`src/rtl/sdram_pkg.sv`:
```
// Shared definitions for the SDRAM read-port arbitration logic.
// Widths follow the SDRAM controller read channel (word address, palette-word data).
package sdram_pkg;

    localparam int SDRAM_ADDR_W = 22;
    localparam int SDRAM_DATA_W = 128;

    typedef enum logic [1:0] {
        ARB_IDLE  = 2'd0,
        ARB_GNT_V = 2'd1,
        ARB_GNT_S = 2'd2
    } arb_state_t;

endpackage

```
`src/rtl/sat_counter.sv`:
```
// Saturating up-counter with synchronous clear and asynchronous reset.
// Clear wins over increment; the count never exceeds MAX.
module sat_counter #(
    parameter int MAX = 8,
    parameter int W   = $clog2(MAX + 1)
) (
    input  logic         clk_i,
    input  logic         rst_i,
    input  logic         inc_i,
    input  logic         clr_i,
    output logic [W-1:0] count_o,
    output logic         at_max_o
);

    logic [W-1:0] count_q;
    logic [W-1:0] count_d;

    always_comb begin
        count_d = count_q;
        if (clr_i) begin
            count_d = '0;
        end else if (inc_i && (count_q < W'(MAX))) begin
            count_d = count_q + W'(1);
        end
    end

    always_ff @(posedge clk_i or posedge rst_i) begin
        if (rst_i) begin
            count_q <= '0;
        end else begin
            count_q <= count_d;
        end
    end

    assign count_o  = count_q;
    assign at_max_o = (count_q >= W'(MAX));

endmodule

```
`src/rtl/sdram_read_arbiter.sv`:
```
// Two-port arbiter for the SDRAM controller read port: video (V) has fixed priority,
// the secondary port (S) is forced ahead once V has won STARVE_LIMIT times while S waited.
module sdram_read_arbiter
    import sdram_pkg::*;
#(
    parameter int ADDR_W       = SDRAM_ADDR_W,
    parameter int DATA_W       = SDRAM_DATA_W,
    parameter int STARVE_LIMIT = 8
) (
    input  logic              clk_i,
    input  logic              rst_i,
    input  logic              mem_wait_i,
    input  logic              mem_ac_i,
    input  logic [DATA_W-1:0] mem_data_i,
    output logic              mem_rd_o,
    output logic [ADDR_W-1:0] mem_addr_o,
    input  logic              v_rd_i,
    input  logic [ADDR_W-1:0] v_addr_i,
    output logic              v_ac_o,
    output logic [DATA_W-1:0] v_data_o,
    input  logic              s_rd_i,
    input  logic [ADDR_W-1:0] s_addr_i,
    output logic              s_ac_o,
    output logic [DATA_W-1:0] s_data_o,
    output logic              s_starved_o
);

    localparam int CNT_W = $clog2(STARVE_LIMIT + 1);

    arb_state_t       state_q;
    arb_state_t       state_d;
    logic             grant_v;
    logic             grant_s;
    logic             starved;
    logic [CNT_W-1:0] starve_cnt;

    // New grants are only issued from IDLE; an active grant ignores mem_wait and
    // runs until the controller acks or the owner withdraws its request.
    always_comb begin
        state_d = state_q;
        grant_v = 1'b0;
        grant_s = 1'b0;
        case (state_q)
            ARB_IDLE: begin
                if (!mem_wait_i) begin
                    if (s_rd_i && starved) begin
                        grant_s = 1'b1;
                    end else if (v_rd_i) begin
                        grant_v = 1'b1;
                    end else if (s_rd_i) begin
                        grant_s = 1'b1;
                    end
                end
                if (grant_v) begin
                    state_d = ARB_GNT_V;
                end else if (grant_s) begin
                    state_d = ARB_GNT_S;
                end
            end
            ARB_GNT_V: begin
                if (mem_ac_i || !v_rd_i) begin
                    state_d = ARB_IDLE;
                end
            end
            ARB_GNT_S: begin
                if (mem_ac_i || !s_rd_i) begin
                    state_d = ARB_IDLE;
                end
            end
            default: begin
                state_d = ARB_IDLE;
            end
        endcase
    end

    always_ff @(posedge clk_i or posedge rst_i) begin
        if (rst_i) begin
            state_q <= ARB_IDLE;
        end else begin
            state_q <= state_d;
        end
    end

    // Counts V wins that happened while S was waiting; any S grant resets the debt.
    sat_counter #(
        .MAX (STARVE_LIMIT),
        .W   (CNT_W)
    ) u_starve_cnt (
        .clk_i    (clk_i),
        .rst_i    (rst_i),
        .inc_i    (grant_v && s_rd_i),
        .clr_i    (grant_s),
        .count_o  (starve_cnt),
        .at_max_o (starved)
    );

    // Outputs are steered straight from the grant state so a reset drops them at once.
    always_comb begin
        mem_rd_o   = 1'b0;
        mem_addr_o = '0;
        v_ac_o     = 1'b0;
        s_ac_o     = 1'b0;
        case (state_q)
            ARB_GNT_V: begin
                mem_rd_o   = v_rd_i;
                mem_addr_o = v_addr_i;
                v_ac_o     = mem_ac_i;
            end
            ARB_GNT_S: begin
                mem_rd_o   = s_rd_i;
                mem_addr_o = s_addr_i;
                s_ac_o     = mem_ac_i;
            end
            default: begin
                mem_rd_o   = 1'b0;
                mem_addr_o = '0;
            end
        endcase
    end

    assign v_data_o    = mem_data_i;
    assign s_data_o    = mem_data_i;
    assign s_starved_o = starved;

endmodule

```
`config.mk`:
```
export PLATFORM = sky130hd
export DESIGN_NAME = sdram_read_arbiter
export DESIGN_NICKNAME = d
export VERILOG_FILES = /design/src/rtl/sdram_pkg.sv /design/src/rtl/sat_counter.sv /design/src/rtl/sdram_read_arbiter.sv
export SDC_FILE = /design/constraint.sdc
export NUM_CORES = 1
export LEC_CHECK = 0
export CAP_MARGIN = 20
export CORE_AREA = 2 2 181 183
export DETAILED_ROUTE_END_ITERATION = 6
export DIE_AREA = 0 0 183 185
export GPL_ROUTABILITY_DRIVEN = 0
export HOLD_SLACK_MARGIN = 0.03
export PLACE_DENSITY = 0.36
export SKIP_LAST_GASP = 1
export SYNTH_ARGS = -nofsm -noshare
export SYNTH_HDL_FRONTEND = slang
export SYNTH_SLANG_ARGS = --single-unit
```
`constraint.sdc`:
```
create_clock -name clk_i -period 1.9 [get_ports clk_i]
set_input_delay 0.38 -clock clk_i [delete_from_list [all_inputs] [get_ports clk_i]]
set_output_delay 0.38 -clock clk_i [all_outputs]
set_load 0.05 [all_outputs]
```
# [After elaboration in Yosys (flattened, before gate mapping)]
# Index checks and enable logic that the tools add are counted.
[word_totals] reg_bits=6 latchBits=0 ram_bits=0 mem_bits_ro=0 inputBits=178 out_inout_bits=282 wordCells=42 n_memories=0
[op_classes] add_sub_neg=1 mul=0 n_div=0 n_lt_le_gt_ge=2 eq_ne=5 n_shift=0 mux=22 bitwise=0 n_reduce_logical=10
[ops] op="$pmux W22 S2" n=1
[ops] op="$mux W1" n=13
[ops] op="$mux W2" n=4
[ops] op="$mux W4" n=2
[ops] op="$pmux W2 S3" n=1
[ops] op="$add A4 B1 Y4 const B" n=1
[ops] op="$ge A4 B4 Y1 const B" n=1
[ops] op="$lt A4 B4 Y1 const B" n=1
[ops] op="$ne A2 B2 Y1 const B" n=2
[ops] op="$logic_and A1 B1 Y1" n=3
[ops] op="$ne A3 B3 Y1 const B" n=1
[ops] op="$reduce_and A3 Y1" n=1
[ops] op="$eq A2 B1 Y1 const B" n=1
[ops] op="$eq A2 B2 Y1 const B" n=1
[ops] op="$logic_not A1 Y1" n=2
[ops] op="$logic_not A2 Y1" n=1
[ops] op="$logic_or A1 B1 Y1" n=2
[ops] op="$pmux W1 S2" n=1
[ops] op="$reduce_bool A2 Y1" n=1

# [Longest topological paths before layout]
[depth] word_depth=10 mapped_depth=5 mapped_depth_nobuf=5

# [Modules after synthesis]
# From an unflattened synthesis, not the netlist that was laid out.
[hier_totals] cells_unflattened=354 area_unflattened_um2=2685.1
[by_module_without_submodules] mod="sdram_read_arbiter" instances=1 cells_each=334 area_per_inst_um2=2472.4 seq_area_each_um2=50.0
[by_module_without_submodules] mod="sat_counter" instances=1 cells_each=20 area_per_inst_um2=212.7 seq_area_each_um2=100.1

# [Worst setup path before layout]
# OpenSTA, ideal clock, no wires.
[synth_timing] path_type="register -> output" start="register state_q[0]" end="output mem_addr_o[11]" t_arrival_ps=1705 t_required_ps=1520 slack_ps=-185 path_stages_with_launch=6 path_buffers=1 path_cell_list="dfrtp_1 > inv_1 > ha_1 > buf_2 > a22oi_1 > nor2b_1"
[synth_between] elab_chain_len=2 elab_cells_between_ends=3 cone_classes="eq/ne (2); mux (1)"
[synth_lines] item="from (decl)" line="sdram_read_arbiter.sv:30" source="arb_state_t state_q;"
[synth_lines] item="from (signal assigned)" line="sdram_read_arbiter.sv:80" source="state_q <= state_d;"
[synth_lines] item="$eq A2 B2 Y1 / $eq A2 B1 Y1 (equally long branches)" line="sdram_read_arbiter.sv:103" source="case (state_q)"
[synth_lines] item="$pmux W22 S2 *" line="sdram_read_arbiter.sv:103"
[synth_lines] item="to (decl)" line="sdram_read_arbiter.sv:16" source="output logic [ADDR_W-1:0] mem_addr_o,"
# Every way passes the cells marked *; elsewhere a longest branch is shown, timed or not.

# [Worst setup path after layout]
[layout_timing] start="register state_q[1]" end="output mem_addr_o[17]"
# Same word-level chain as after synthesis.

==> metrics.cfg <==
[setup_path]
worst_path_most_repeated_cell = buf_12
crit_path_start_kind = flop
crit_family = flip-flops
crit_cells = 6
crit_path_max_fanout = 6
crit_chain = inv_2 > ha_4 > buf_12 > a22oi_1 > nor2b_4 > buf_12
path_buf_inv = 3
r2r_cells = 7
end_kind = output port
slowest_stage = dfrtp_1
cpPeakStageDelay_ns = 0.40
crit_type = reg2out
worstPathArrival_ns = 1.60
critPathRequiredTime_ns = 1.52

[sta]
period_share_pct = 104.3
setup_tns_ns = -1.088
finalCriticalPeriod_ns = 1.982
finalSetupViolCount = 23
worst_pin_slew_ns = 0.2932
slew_violations = 0
fin_skew_ns = 0.002829
fin_ws_ns = -0.08244
rsz0062_at_grt = true
slew_headroom_pct = 80.14
fmax_mhz = 504.4
hold_viol_final = 0

[synthesis]
synthTopCellsByCount = 256 x buf_4, 25 x nor2b_1, 22 x a22oi_1
synth_nets = 537
synth_area_um2 = 2678
synth_top_flop_cell = dfrtp_1
avgSynthCellArea_um2 = 7.564
yosysTopAreaCell = buf_4
post-synth-top-count-cell = buf_4
synthArstFlopShare_pct = 100.0
netlist_instances = 354
ys_seq_elements = 6
ys_types = 24
synth_enable_flop_cells = 0
synth_top_cell_area_share_pct = 71.78
synth_area_leaders = buf_4 72%, a22oi_1 6.2%, nor2b_1 5.8%
synth_seq_area_share_pct = 5.607
yosysWarnings = 0

[status]
violations = setup timing
status = finished, violations left

[clock_tree]
clk-insertion-delay-late_ns = 0.23
hold_buffers = 0
cts.clk_slew.worst_paths_ns = 0.04
clock-sinks = 6
cts_tree = done
clock_path_buffers = 2
htreeDepth = 1
clock-root-buffer = clkbuf_16
cts_buffers = 3

[floorplanning]
coreArea_um2 = 32040
io_pins = 460
die_y_um = 185
die_area_um2 = 33860
die_w_um = 183
num_rows = 66
start_util_pct = 8.357

[pwr]
p_clk_share_pct = 11.1
pwr-share-comb_pct = 82.1
power.density_nw_per_um2 = 1114
netSwitchingFraction_pct = 43.09
ir_worst_vdd_uv = 349.9
p_sw_uw = 1328
seq_power_share_pct = 6.9
power.leakage_uw = 0.0008672
intPower_uw = 1754
finalPower_uw = 3082

[route]
num_vias = 1334
first_pass_iters = 4
drc_errors = 0
totalWireLength_um = 7888
ant_nets = 0
vias_per_cell = 2.269
post_drt_wl_per_cell_um = 13.41
dr.first_iter.drc_count = 23

[global_route]
antenna_found_initial = 0
grt_pass1_vias = 1387
grt_overflow = 0
grtUsageTotal_pct = 4.100
grt_pass1_wl_um = 9908
grt_max_degree = 23

[cells_and_area]
syn_to_final_growth_pct = 3.318
n_antenna_cell = 0
fin_area_um2 = 2766
layout-drive-gt1-share_pct = 47.22
fin_nets = 365

[place]
place_ws_ns = 0.05437
dp_hpwl_um = 5818
place_area_um2 = 2389
port_buffers = 75

[flow_run]
cap_violations = 0

[min_path]
min_path_type = in2async

## metrics by stage
stage	hold WS, ns	utilization [%]	cells
6_report	0.3735	8.634	588
5_1_grt	0.4197	8.634	588
4_1_cts	0.3846	8.337	588
3_5_place_dp	0.4653	7.455	582
3_3_place_gp	0.4744	7.455	582
2_1_floorplan	0.1710	-	354
## layout by cell type (no fill, tap or decap)
cell type / n
nor2_1: 1
inv_1: 5
o21ai_0: 1
buf_16: 2
buf_12: 28
nand3_1: 3
o21ai_1: 4
nor3b_1: 1
nor2b_4: 23
nand2_1: 4
and3b_1: 1
a311o_1: 1
clkdlybuf4s50_1: 49
and2_4: 1
nand3b_1: 1
clkbuf_16: 4
nand2b_1: 1
dfrtp_1: 6
a22oi_2: 17
and2_1: 1
a22oi_1: 6
a21oi_1: 1
o2111ai_1: 2
ha_1: 3
a2bb2oi_1: 1
buf_4: 6
inv_2: 2
o311ai_1: 1
ha_4: 2
nor2b_1: 2
## sequential cells by signal, summed over array words and instances (netlist names)
| register | cells |
|---|---|
| u_starve_cnt.count_o | 4 |
| state_q | 2 |
## cells by family (layout without fill, tap and decap cells)
| kind of cell | count (synthesis) | count (layout) | synth area share, % |
|---|---|---|---|
| AND/OR/NAND/NOR | 39 | 39 | 8.691 |
| buffers and inverters | 270 | 96 | 73.93 |
| adder cells (fa/ha/maj) | 5 | 5 | 2.336 |
| flip-flops | 6 | 6 | 5.607 |
| AO/OA/AOI/OAI | 34 | 34 | 9.439 |
## timing repair
action | CTS | global route
gates resized for setup | 32 | 16
setup buffers | 1 | 0
pin swaps | 0 | 1
endpoints found under the setup margin | 23 | 24
cloned | 2 | 1
## worst paths after layout
path                                                      from                                   to  slack, ns
setup / recovery                        state_q[1]$_DFFE_PP0P_                       mem_addr_o[17]      -0.08
hold / removal                                           rst_i  u_starve_cnt.count_o[0]$_DFFE_PP0P_       0.37
setup reg to reg                        state_q[1]$_DFFE_PP0P_               state_q[0]$_DFFE_PP0P_       0.28
hold reg to reg            u_starve_cnt.count_o[2]$_DFFE_PP0P_  u_starve_cnt.count_o[2]$_DFFE_PP0P_       0.47
max in group asynchronous                                rst_i               state_q[0]$_DFFE_PP0P_       1.33
min in group clk_i         u_starve_cnt.count_o[2]$_DFFE_PP0P_  u_starve_cnt.count_o[2]$_DFFE_PP0P_       0.47
## layer usage
layer | vias to the layer above | global-route usage, % | share of wire, %
met3 | 101 | 1.632 | 12
met2 | 159 | 6.727 | 48
met5 | - | 0 | 0
met4 | 0 | 5.312 | 11
met1 | 550 | 3.413 | 28
li1 | 524 | - | -
## power by group through the flow
stage               clock [uW]  combinational [uW]  sequential, uW
finish                     341                2530             211
global route               355                2680             218
CTS                        346                2460             212
detailed placement           0                2040             203
global placement             0                2040             205
floorplan                    0                2490             196
## area by class of cell
type / instances / area (um2)
Fill cell: 3708 / 29270
Timing Repair Buffer: 86 / 1176
Multi-Input combinational cell: 78 / 828.3
Tap cell: 408 / 510.5
Sequential cell: 6 / 150.1
Clock buffer: 3 / 75.07
Inverter: 7 / 26.28
No activity file was read; power rests on OpenSTA's default activity.
